### src/rtl/mips_issue_ctrl.sv
// Issue/interlock controller beside the ID stage: register scoreboard for RAW/WAW
// interlocks, branch-resolve hold, HLT drain sequencing and a stall statistics counter.
//
// state   | meaning
// --------+------------------------------------------------------------
// RUN     | normal issue, subject to scoreboard hazards
// BR_WAIT | branch issued, holding issue until EX/MEM resolves it
// DRAIN   | HLT issued, waiting for all pending writes to retire
// HALT    | core halted; only reset leaves this state
module mips_issue_ctrl #(
  parameter int NREG = 32,
  parameter int AW   = 5,
  parameter int CW   = 16
) (
  input  logic            clk,
  input  logic            rst_n,
  input  logic            id_valid,
  input  logic [AW-1:0]   id_rs,
  input  logic [AW-1:0]   id_rt,
  input  logic            id_rs_used,
  input  logic            id_rt_used,
  input  logic [AW-1:0]   id_rd,
  input  logic            id_wr,
  input  logic            id_is_branch,
  input  logic            id_is_hlt,
  input  logic            wb_valid,
  input  logic [AW-1:0]   wb_rd,
  input  logic            br_resolve,
  input  logic            br_taken,
  output logic            id_issue,
  output logic            stall_if,
  output logic            bubble_ex,
  output logic            flush,
  output logic            halted,
  output logic [NREG-1:0] busy_vec,
  output logic [CW-1:0]   stall_cnt
);

  typedef enum logic [1:0] {
    S_RUN     = 2'd0,
    S_BR_WAIT = 2'd1,
    S_DRAIN   = 2'd2,
    S_HALT    = 2'd3
  } state_t;

  state_t          state_q, state_d;
  logic [NREG-1:0] busy_q, busy_d;
  logic [CW-1:0]   stall_cnt_q, stall_cnt_d;

  logic rs_hz, rt_hz, waw_hz;
  logic rs_wb_hit, rt_wb_hit, rd_wb_hit;
  logic sets_busy;

  // A write retiring in WB this cycle releases its register immediately.
  assign rs_wb_hit = wb_valid && (wb_rd == id_rs);
  assign rt_wb_hit = wb_valid && (wb_rd == id_rt);
  assign rd_wb_hit = wb_valid && (wb_rd == id_rd);

  assign rs_hz  = id_rs_used && (id_rs != '0) && busy_q[id_rs] && !rs_wb_hit;
  assign rt_hz  = id_rt_used && (id_rt != '0) && busy_q[id_rt] && !rt_wb_hit;
  assign waw_hz = id_wr      && (id_rd != '0) && busy_q[id_rd] && !rd_wb_hit;

  assign id_issue  = id_valid && (state_q == S_RUN) && !rs_hz && !rt_hz && !waw_hz;
  assign stall_if  = id_valid && !id_issue;
  assign bubble_ex = !id_issue;
  assign flush     = (state_q == S_BR_WAIT) && br_resolve && br_taken;

  assign sets_busy = id_issue && id_wr && (id_rd != '0) && !id_is_hlt;

  // Clear from WB first so a same-cycle re-issue to the same register stays pending.
  always_comb begin
    busy_d = busy_q;
    if (wb_valid) begin
      busy_d[wb_rd] = 1'b0;
    end
    if (sets_busy) begin
      busy_d[id_rd] = 1'b1;
    end
    busy_d[0] = 1'b0;
  end

  always_comb begin
    state_d = state_q;
    unique case (state_q)
      S_RUN: begin
        if (id_issue && id_is_branch) begin
          state_d = S_BR_WAIT;
        end else if (id_issue && id_is_hlt) begin
          state_d = S_DRAIN;
        end
      end
      S_BR_WAIT: begin
        if (br_resolve) begin
          state_d = S_RUN;
        end
      end
      S_DRAIN: begin
        if (busy_d == '0) begin
          state_d = S_HALT;
        end
      end
      S_HALT: begin
        state_d = S_HALT;
      end
      default: begin
        state_d = S_RUN;
      end
    endcase
  end

  always_comb begin
    stall_cnt_d = stall_cnt_q;
    if (stall_if && (state_q != S_HALT) && (stall_cnt_q != '1)) begin
      stall_cnt_d = stall_cnt_q + CW'(1);
    end
  end

  always_ff @(posedge clk) begin
    if (!rst_n) begin
      state_q     <= S_RUN;
      busy_q      <= '0;
      stall_cnt_q <= '0;
    end else begin
      state_q     <= state_d;
      busy_q      <= busy_d;
      stall_cnt_q <= stall_cnt_d;
    end
  end

  assign halted    = (state_q == S_HALT);
  assign busy_vec  = busy_q;
  assign stall_cnt = stall_cnt_q;

endmodule

### config.mk
export PLATFORM = sky130hd
export DESIGN_NAME = mips_issue_ctrl
export DESIGN_NICKNAME = d
export VERILOG_FILES = /design/src/rtl/mips_issue_ctrl.sv
export SDC_FILE = /design/constraint.sdc
export NUM_CORES = 1
export LEC_CHECK = 0
export CORE_ASPECT_RATIO = 1.1
export CORE_MARGIN = 2
export CORE_UTILIZATION = 40
export CTS_CLUSTER_SIZE = 14
export DETAILED_ROUTE_END_ITERATION = 16
export PLACE_DENSITY = 0.67
export SYNTH_ARGS = -nofsm -noshare
export SYNTH_HDL_FRONTEND = slang
export SYNTH_SLANG_ARGS = --single-unit
export TNS_END_PERCENT = 1
### constraint.sdc
create_clock -name clk -period 2.56 [get_ports clk]
set_input_delay 0.256 -clock clk [delete_from_list [all_inputs] [get_ports clk]]
set_output_delay 0.256 -clock clk [all_outputs]
set_load 0.01 [all_outputs]
After elaboration in Yosys (flattened, before gate mapping)
Cells that the tools add are included.

operators by class
  add/subtract/negate cells = 1
  multiply operators = 0
  div/mod/pow operators = 0
  magnitude comparators = 6
  equality and inequality tests = 11
  shift operators = 0
  multiplexer cells = 17
  bitwise operators = 3
  reduce and logical (&&, ||, !) cells = 42

operator list
  operator               number
  $mux 32                2
  $and 32x32->32         1
  $logic_not 32->1       1
  $not 32->32            1
  $or 32x32->32          1
  $logic_and 1x1->1      28
  $lt 5x6->1 const B     4
  $add 16x1->16 const B  1
  $ne 16x16->1 const B   1
  $bmux 1 s5             3
  $eq 5x5->1             3
  $reduce_bool 5->1      3
  $demux 1 s5            2
  $ge 5x1->1 const B     2
  $logic_not 1->1        8
  $mux 2                 4
  $pmux 2 s4             1
  $ne 2x2->1 const B     3
  $mux 1                 5
  $eq 2x2->1 const B     2
  $ne 3x1->1 const B     1
  $reduce_and 3->1       1
  $eq 2x1->1 const B     1
  $logic_not 2->1        1

storage, ports and cells
  flip-flop bits (word level) = 50
  latch bits = 0
  RAM bits = 0
  bits in read-only memories = 0
  input port bits = 31
  output and inout bits = 53
  word-level logic and storage cells = 84
  memories kept = 0

Longest topological paths before layout
Gate-level depths: netlist of run 1.

  depth after elaboration = 15
  mapped depth = 11

Least setup slack after synthesis of run 1
OpenSTA, ideal clock, no wires.

  kind = input port to output port
  start = input id_rt[0]
  end = output stall_if
  arrival time = 2.207 ns
  data required time = 2.304 ns
  slack = 0.097 ns
  cell stages on the path = 9
  cell sequence = buf_4 mux4_2 mux2_2 a211o_1 nand4_1 and3_4 buf_2 inv_1 and2_1

on the way
  word-level cells in the longest chain between the ends = 9
  elaborated cells on any way between the ends = 14

ends and longest elaborated chain
  element                                               RTL line  text
  start: declaration                                    19        input logic [AW-1:0] id_rt,
  $bmux 1 s5 (tied with other cells)                    60        assign rt_hz = id_rt_used && (id_rt != '0) && busy_q[id_rt] && !rt_wb_hit;
  $mux 1 (not written as such) (tied with other cells)  60
  $logic_and 1x1->1 or $logic_not 1->1 (tied branches)  60
  $logic_and 1x1->1 *                                   60
  $logic_not 1->1 *                                     63        assign id_issue = id_valid && (state_q == S_RUN) && !rs_hz && !rt_hz && !waw_hz;
  $logic_and 1x1->1 * (2 in a row)                      63
  $logic_not 1->1 *                                     -
  named net bubble_ex                                   32        output logic bubble_ex,
  $logic_and 1x1->1 *                                   64        assign stall_if = id_valid && !id_issue;
  end: declaration                                      31        output logic stall_if,

Mark *: on every way through the listed nets, which the timed path passes. The rest lies on a longest branch. The select of a mux whose other input is x is not followed.

Final worst setup path of run 1
  start = input id_rt[0]
  end = output stall_if

on the way
  word-level cells in the longest chain between the ends = 9
  elaborated cells on any way between the ends = 14

ends and longest elaborated chain
  element                                               RTL line
  $bmux 1 s5 (tied with other cells)                    60
  $mux 1 (not written as such) (tied with other cells)  60
  $logic_and 1x1->1 or $logic_not 1->1 (tied branches)  60
  $logic_and 1x1->1 *                                   60
  $logic_not 1->1 *                                     63
  $logic_and 1x1->1 * (2 in a row)                      63
  $logic_not 1->1 *                                     64
  $logic_and 1x1->1 *                                   64

Every way passes the cells marked *; elsewhere a longest branch is shown, timed or not. The select of a mux whose other input is x is not followed.

==> reports/qor.yml, run 1 <==
finalNonFillerCells: 682
setup_slack_ns: -0.006042
grt.total_usage_pct: 28.62
yosysMostFrequentCell: "dfxtp_1"
cts_sinks: 49
finalCritPeriodShare_pct: 100.2
die_h_um: 101.8
dr.pass1.iters: 5
worstMarginPinSlew_ns: 0.5869
cts_tree: "done"
rsz0062_at_grt: "true"
yosys-top-cells-area: "dfxtp_1 28%, mux2i_1 7.2%, mux4_2 6.5%"
start_util_pct: 41.40
ys_types: 56
ys_warn_count: 0
ys_dominant_reg_cell: "dfxtp_1"
via_count: 4104
htree_levels: 2
remaining_drc_errors: 0
io_buffers: 82
core_um2: 8408
antenna_found_initial: 0
cts_buffers: 5
dp_cells: 673
drt_iter0_markers: 464
drv_cap: 0
status: "finished with violations"
max_stage_delay_ns: 0.51
final-setup-viol-count: 1
synth.largest_area_cell: "dfxtp_1"
grt_max_degree: 35
max-clock-path-buffers: 2
slew_violations: 0
gp_congestion: 1.001
viasPerCell: 6.018
syn-cell-area_um2: 3481
slew-limit-headroom_pct: 60.73
p_leak_nw: 2.033
grt_pass1_vias: 4103
worstSetupPathType: "in2out"
hold_path_class: "reg2reg"
synth_commonest_cells: "49 x dfxtp_1, 37 x o21ai_0, 31 x nand2_1"
antenna_left: 0
root_buffer: "clkbuf_8"
hpwl_mm: 10.19
die_w_um: 92.95
preCtsSetupSlack_ns: -0.6767
cpMaxStageDelayCell: "mux4_2"
synth_edf_count: 0
ys_ff_latch: 49
cp-end-kind: "output port"
nNetsFinal: 602
cp-start-kind: "input port"
violations: "negative setup slack"
clk_pin_slew_worst_paths_ns: 0.09
layout-drive-gt1-share_pct: 26.80
crit_family: "multiplexers"
crit_chain: "clkdlybuf4s15_1, buf_4, mux4_2, mux2i_1, nand3b_1, nand4_1, and3_4, inv_2, and2_4, buf_6"
overflow: 0
area_growth_pct: 50.54
synth_top_cell_area_share_pct: 28.18
crit_arrival_ns: 2.31
core.rowCount: 35
power-per-cell-area_nw_per_um2: 322.0
synthCells: 414
worst_ep_required_time_ns: 2.30
diodes: 0
die-area_um2: 9465
critPathBufInv: 4
placed_area_um2: 5045
holdBufCountCts: 0
finalCriticalPeriod_ns: 2.566
worstSkewPairLatency_ns: 0.31
synth.avg_cell_area_um2: 8.408
clock_skew_ns: 0.007262
grt_pass1_wl_mm: 21.04
syn_nets: 446
ys_async_sr_fraction_pct: 0
worstPathMaxFanout: 7
hold_viol: 0
routed_wl_mm: 13.54
setup_tns_ns: -0.006042
synth-seq-area-share_pct: 28.18
wl_per_cell_um: 19.85
ir_worst_vdd_mv: 0.2481
stdcell_area_um2: 5240
cts_setup_buffers: 0
io_pins: 84
fmax_mhz: 389.7
==> per-stage QoR <==
stage	total power [W]	hold WS, ns	util [%]
final	0.001687	0.4857	62.32
after CTS	0.001658	0.4958	61.29
after global placement	0.001210	0.4715	60.00
after floorplan	0.001008	0.4084	-
after detailed placement	0.001213	0.4822	60.00
after global routing	0.001743	0.5238	62.32
==> flip-flops by register name, indices dropped and copies added, names as in the netlist <==
name	flops
busy_vec	31
state_q	2
stall_cnt	16
==> metal layers <==
layer / wire [µm] / global-route usage, % / vias to the layer above / share of wire (%)
met3: 1031 / 4.867 / 43 / 7.6
met5: 0 / 0 / - / 0
li1: - / - / 1896 / -
met4: 518 / 14.48 / 0 / 3.8
met2: 6524 / 48.44 / 234 / 48
met1: 5463 / 35.36 / 1931 / 40
==> power by group <==
part	switching (W)	internal [W]
registers	0.00000997	0.000769
clock network	0.000268	0.000194
logic	0.000232	0.000214
==> final cells by class <==
type	instances	area, µm²
Clock inverter	1	7.507
Timing Repair Buffer	182	1630
Fill cell	744	3168
Inverter	6	22.52
Clock buffer	7	76.32
Sequential cell	49	984.7
Multi-Input combinational cell	326	2380
Tap cell	111	138.9
==> path summary, 6_finish.rpt <==
check | startpoint | to | slack [ns] | cells after the start
max reg2reg | busy_vec[14] | busy_vec[4] | 0.04 | 9
min | stall_cnt[3] | stall_cnt[3] | 0.49 | 2
max | id_rt[0] | stall_if | -0.006 | 10
min reg2reg | stall_cnt[3] | stall_cnt[3] | 0.49 | 2
==> cell usage in the layout (no fill, tap or decap), types with 5 or more instances in the layout <==
master / Yosys / layout
buf_4: 2 / 95
clkdlybuf4s50_1: 0 / 65
dfxtp_1: 49 / 46
nand2_1: 31 / 31
o21ai_0: 37 / 29
mux2i_1: 25 / 24
nand3_1: 20 / 20
nand2b_1: 14 / 14
o22ai_1: 14 / 14
nand4_1: 14 / 14
o32ai_1: 14 / 14
nor2_1: 14 / 12
nor3_1: 12 / 12
xor2_1: 12 / 12
a31oi_1: 10 / 10
mux4_2: 10 / 10
mux2_2: 9 / 9
nand3b_1: 8 / 8
o21ai_1: 1 / 8
a21oi_1: 7 / 7
and3_1: 6 / 6
or3_1: 6 / 6
o31ai_1: 6 / 6
dlygate4sd2_1: 0 / 6
nor2b_1: 6 / 5
clkbuf_8: 0 / 5
dlymetal6s2s_1: 0 / 5
==> kinds of logic after synthesis <==
| logic type | share of synthesized area [%] |
|---|---|
| flops | 28.18 |
| simple gates | 25.34 |
| compound gates | 20.31 |
| buf+inv | 5.356 |
| mux | 16.57 |
| other cells | 0.1077 |
| fa+ha+maj | 0.3594 |
| xor+xnor | 3.774 |
==> repair_timing <==
action,in CTS,in global routing
setup endpoints to repair,50,35
gates cloned,1,0
gates resized for setup,29,33
pin swaps,4,7
==> worst register-to-register path: cells and delay by family (launching register included) <==
family	cells	cell delay, ns
AOI/OAI and AO/OA	3	0.58
buffers and inverters	1	0.21
DFF	1	0.34
muxes	1	0.48
and+or+nand+nor	4	0.84
Power figures use the tool's default switching activity.
==> run 2: changes to the inputs <==
Settings changed: CAP_MARGIN set to 20, CTS_CLUSTER_SIZE 14 to 12.
==> results of run 2 <==
Same layout as run 1: the final DEF is identical, and so are final timing and power.
==> run 3: changes to the inputs <==
Settings changed: CAP_MARGIN 20 to 40, PLACE_DENSITY 0.67 to 0.72.
==> run 3 against run 2 <==
The run now ends clean. Non-clock buffer count unchanged. Critical path type is now in2reg. Maximum frequency up 0.45%. Via count up 3.2%. Utilization up 0.30 points. Final area up 0.48%. Sequential share of layout area about the same. Sequential power hardly changed. Count of clock-buffer cells in the layout is 2 lower. Die area did not move. Critical path depth unchanged.
==> reports/qor.yml, run 3 (synthesis gave the netlist of run 1 again) <==
status: "finished, final reports clean"
overflow: 0
antenna_left: 0
clkPwrFrac_pct: 28.0
grt_pass1_wl_mm: 20.46
diodes: 0
core.rowCount: 35
post-route-util_pct: 62.62
cts_tree: "done"
cts_buffers: 5
combinationalPowerShare_pct: 26.2
wl_per_cell_um: 19.95
cp-end-kind: "flip-flop"
dr.pass1.iters: 5
cts_setup_buffers: 0
die_w_um: 92.95
io_buffers: 82
clock_skew_ns: 0.01208
global_route.usage.met1_pct: 33.06
routed_wl_mm: 13.61
cts_sinks: 49
setup_slack_ns: 0.005565
antenna_found_initial: 0
p_leak_nw: 2.010
preCtsSetupSlack_ns: -0.7282
final_common_cell: "buf_4"
area_growth_pct: 51.26
fillers: 749
hpwl_mm: 10.07
max-clock-path-buffers: 2
io_pins: 84
grt_pass1_vias: 4156
remaining_drc_errors: 0
slew_violations: 0
crit_family: "simple AND/OR/NAND/NOR gates"
power_frac_seq_pct: 45.8
internal_power_w: 0.001176
hold_viol: 0
hold_path_class: "reg2reg"
hold_slack_ns: 0.5020
largest_register_ffs: 31
p_sw_w: 0.0005235
worstSetupPathType: "in2reg"
layout-drive-gt1-share_pct: 28.20
swShare_pct: 30.80
ir_worst_vdd_mv: 0.2572
final_cell_mix: "96 x buf_4, 68 x clkdlybuf4s50_1, 42 x dfxtp_1"
crit_chain: "clkdlybuf4s50_1, buf_4, buf_4, or3_1, o21ai_0, nand4_1, nor4_2, a31oi_1, or2_2, a21oi_1"
nNetsFinal: 602
htree_levels: 2
met2_usage_pct: 48.33
slew-limit-headroom_pct: 54.80
finalCriticalPeriod_ns: 2.554
cpMaxStageDelayCell: "clkdlybuf4s50_1"
grtUsageMet3_pct: 4.867
worstSkewPairLatency_ns: 0.30
start_util_pct: 41.40
finalNonFillerCells: 682
grt_max_degree: 35
worstPathMaxFanout: 5
critPathBufInv: 3
drv_cap: 0
clk_pin_slew_worst_paths_ns: 0.10
busiest_layer: "met2"
die-area_um2: 9465
die_h_um: 101.8
via_count: 4235
core_um2: 8408
crit_arrival_ns: 2.79
max_stage_delay_ns: 0.51
finalCritPeriodShare_pct: 99.78
worstMarginPinSlew_ns: 0.6756
fmax_mhz: 391.5
holdBufCountCts: 0
dp_cells: 673
root_buffer: "clkbuf_8"
gp_congestion: 0.9449
worst_path_most_repeated_cell: "buf_4"
final-setup-viol-count: 0
power-per-cell-area_nw_per_um2: 322.8
worst_ep_required_time_ns: 2.79
setup_tns_ns: 0
grt.total_usage_pct: 27.70
cp-start-kind: "input port"
rsz0062_at_grt: "true"
viasPerCell: 6.210
drt_iter0_markers: 349
[run 3: changes by cell type in the layout (fill, tap and decap cells not counted), sizes merged]
cell,previous run,this run
dlygate4sd2,6,5
inv,5,6
dlymetal6s2s,5,2
clkinv,1,2
clkbuf,8,7
clkdlybuf4s50,65,68
[run 3: path summary, 6_finish.rpt]
kind | start | to | slack (ns) | cells after the start
max reg2reg | busy_vec[24] | stall_cnt[15] | 0.06 | 10
min | stall_cnt[3] | stall_cnt[3] | 0.50 | 2
max | wb_rd[3] | state_q[0] | 0.006 | 10
min reg2reg | stall_cnt[3] | stall_cnt[3] | 0.50 | 2
[run 3: layer usage]
metal / vias up / share of wire (%)
met5: - / 0
li1: 1898 / -
met3: 59 / 8.7
met2: 283 / 47
met1: 1995 / 40
met4: 0 / 5.0
[run 3: per-stage QoR]
step / power, W / instance area, µm²
floorplan: 0.001008 / 3481
global placement: 0.001209 / 5045
detailed placement: 0.001213 / 5045
CTS: 0.001680 / 5167
global route: 0.001754 / 5265
finish: 0.001700 / 5265
[run 3: area by class of cell]
cell class	count	area (µm²)	area share (%)
clock inverters	3	21.27	0.4040
multi-input cells	326	2412	45.82
well taps	111	138.9	2.638
repair buffers	182	1612	30.61
clock buffers	5	68.82	1.307
inverters	6	22.52	0.4278
flip-flops and latches	49	989.7	18.80
[run 3: timing repair]
action	CTS	global route
endpoints found under the setup margin	52	33
hold endpoints to repair	0	0
pin swaps	5	7
cloned	1	0
gates resized for setup	32	28
[run 3: worst register-to-register path, cell delays in order, from the launching register on]
cell	delay (ns)
dfxtp_1	0.51
mux2i_1	0.13
a22oi_1	0.20
a311oi_1	0.11
a31oi_1	0.30
o311ai_2	0.19
and3_4	0.23
buf_4	0.14
buf_4	0.14
or3_1	0.34
a21oi_1	0.15
[run 3: power groups by stage]
stage / Combinational (W) / Sequential (W) / Clock (W)
global placement: 0.000414 / 0.000795 / 0
global route: 0.000474 / 0.000779 / 0.000501
CTS: 0.000422 / 0.000778 / 0.000481
floorplan: 0.000213 / 0.000796 / 0
finish: 0.000445 / 0.000778 / 0.000476
detailed placement: 0.000418 / 0.000795 / 0
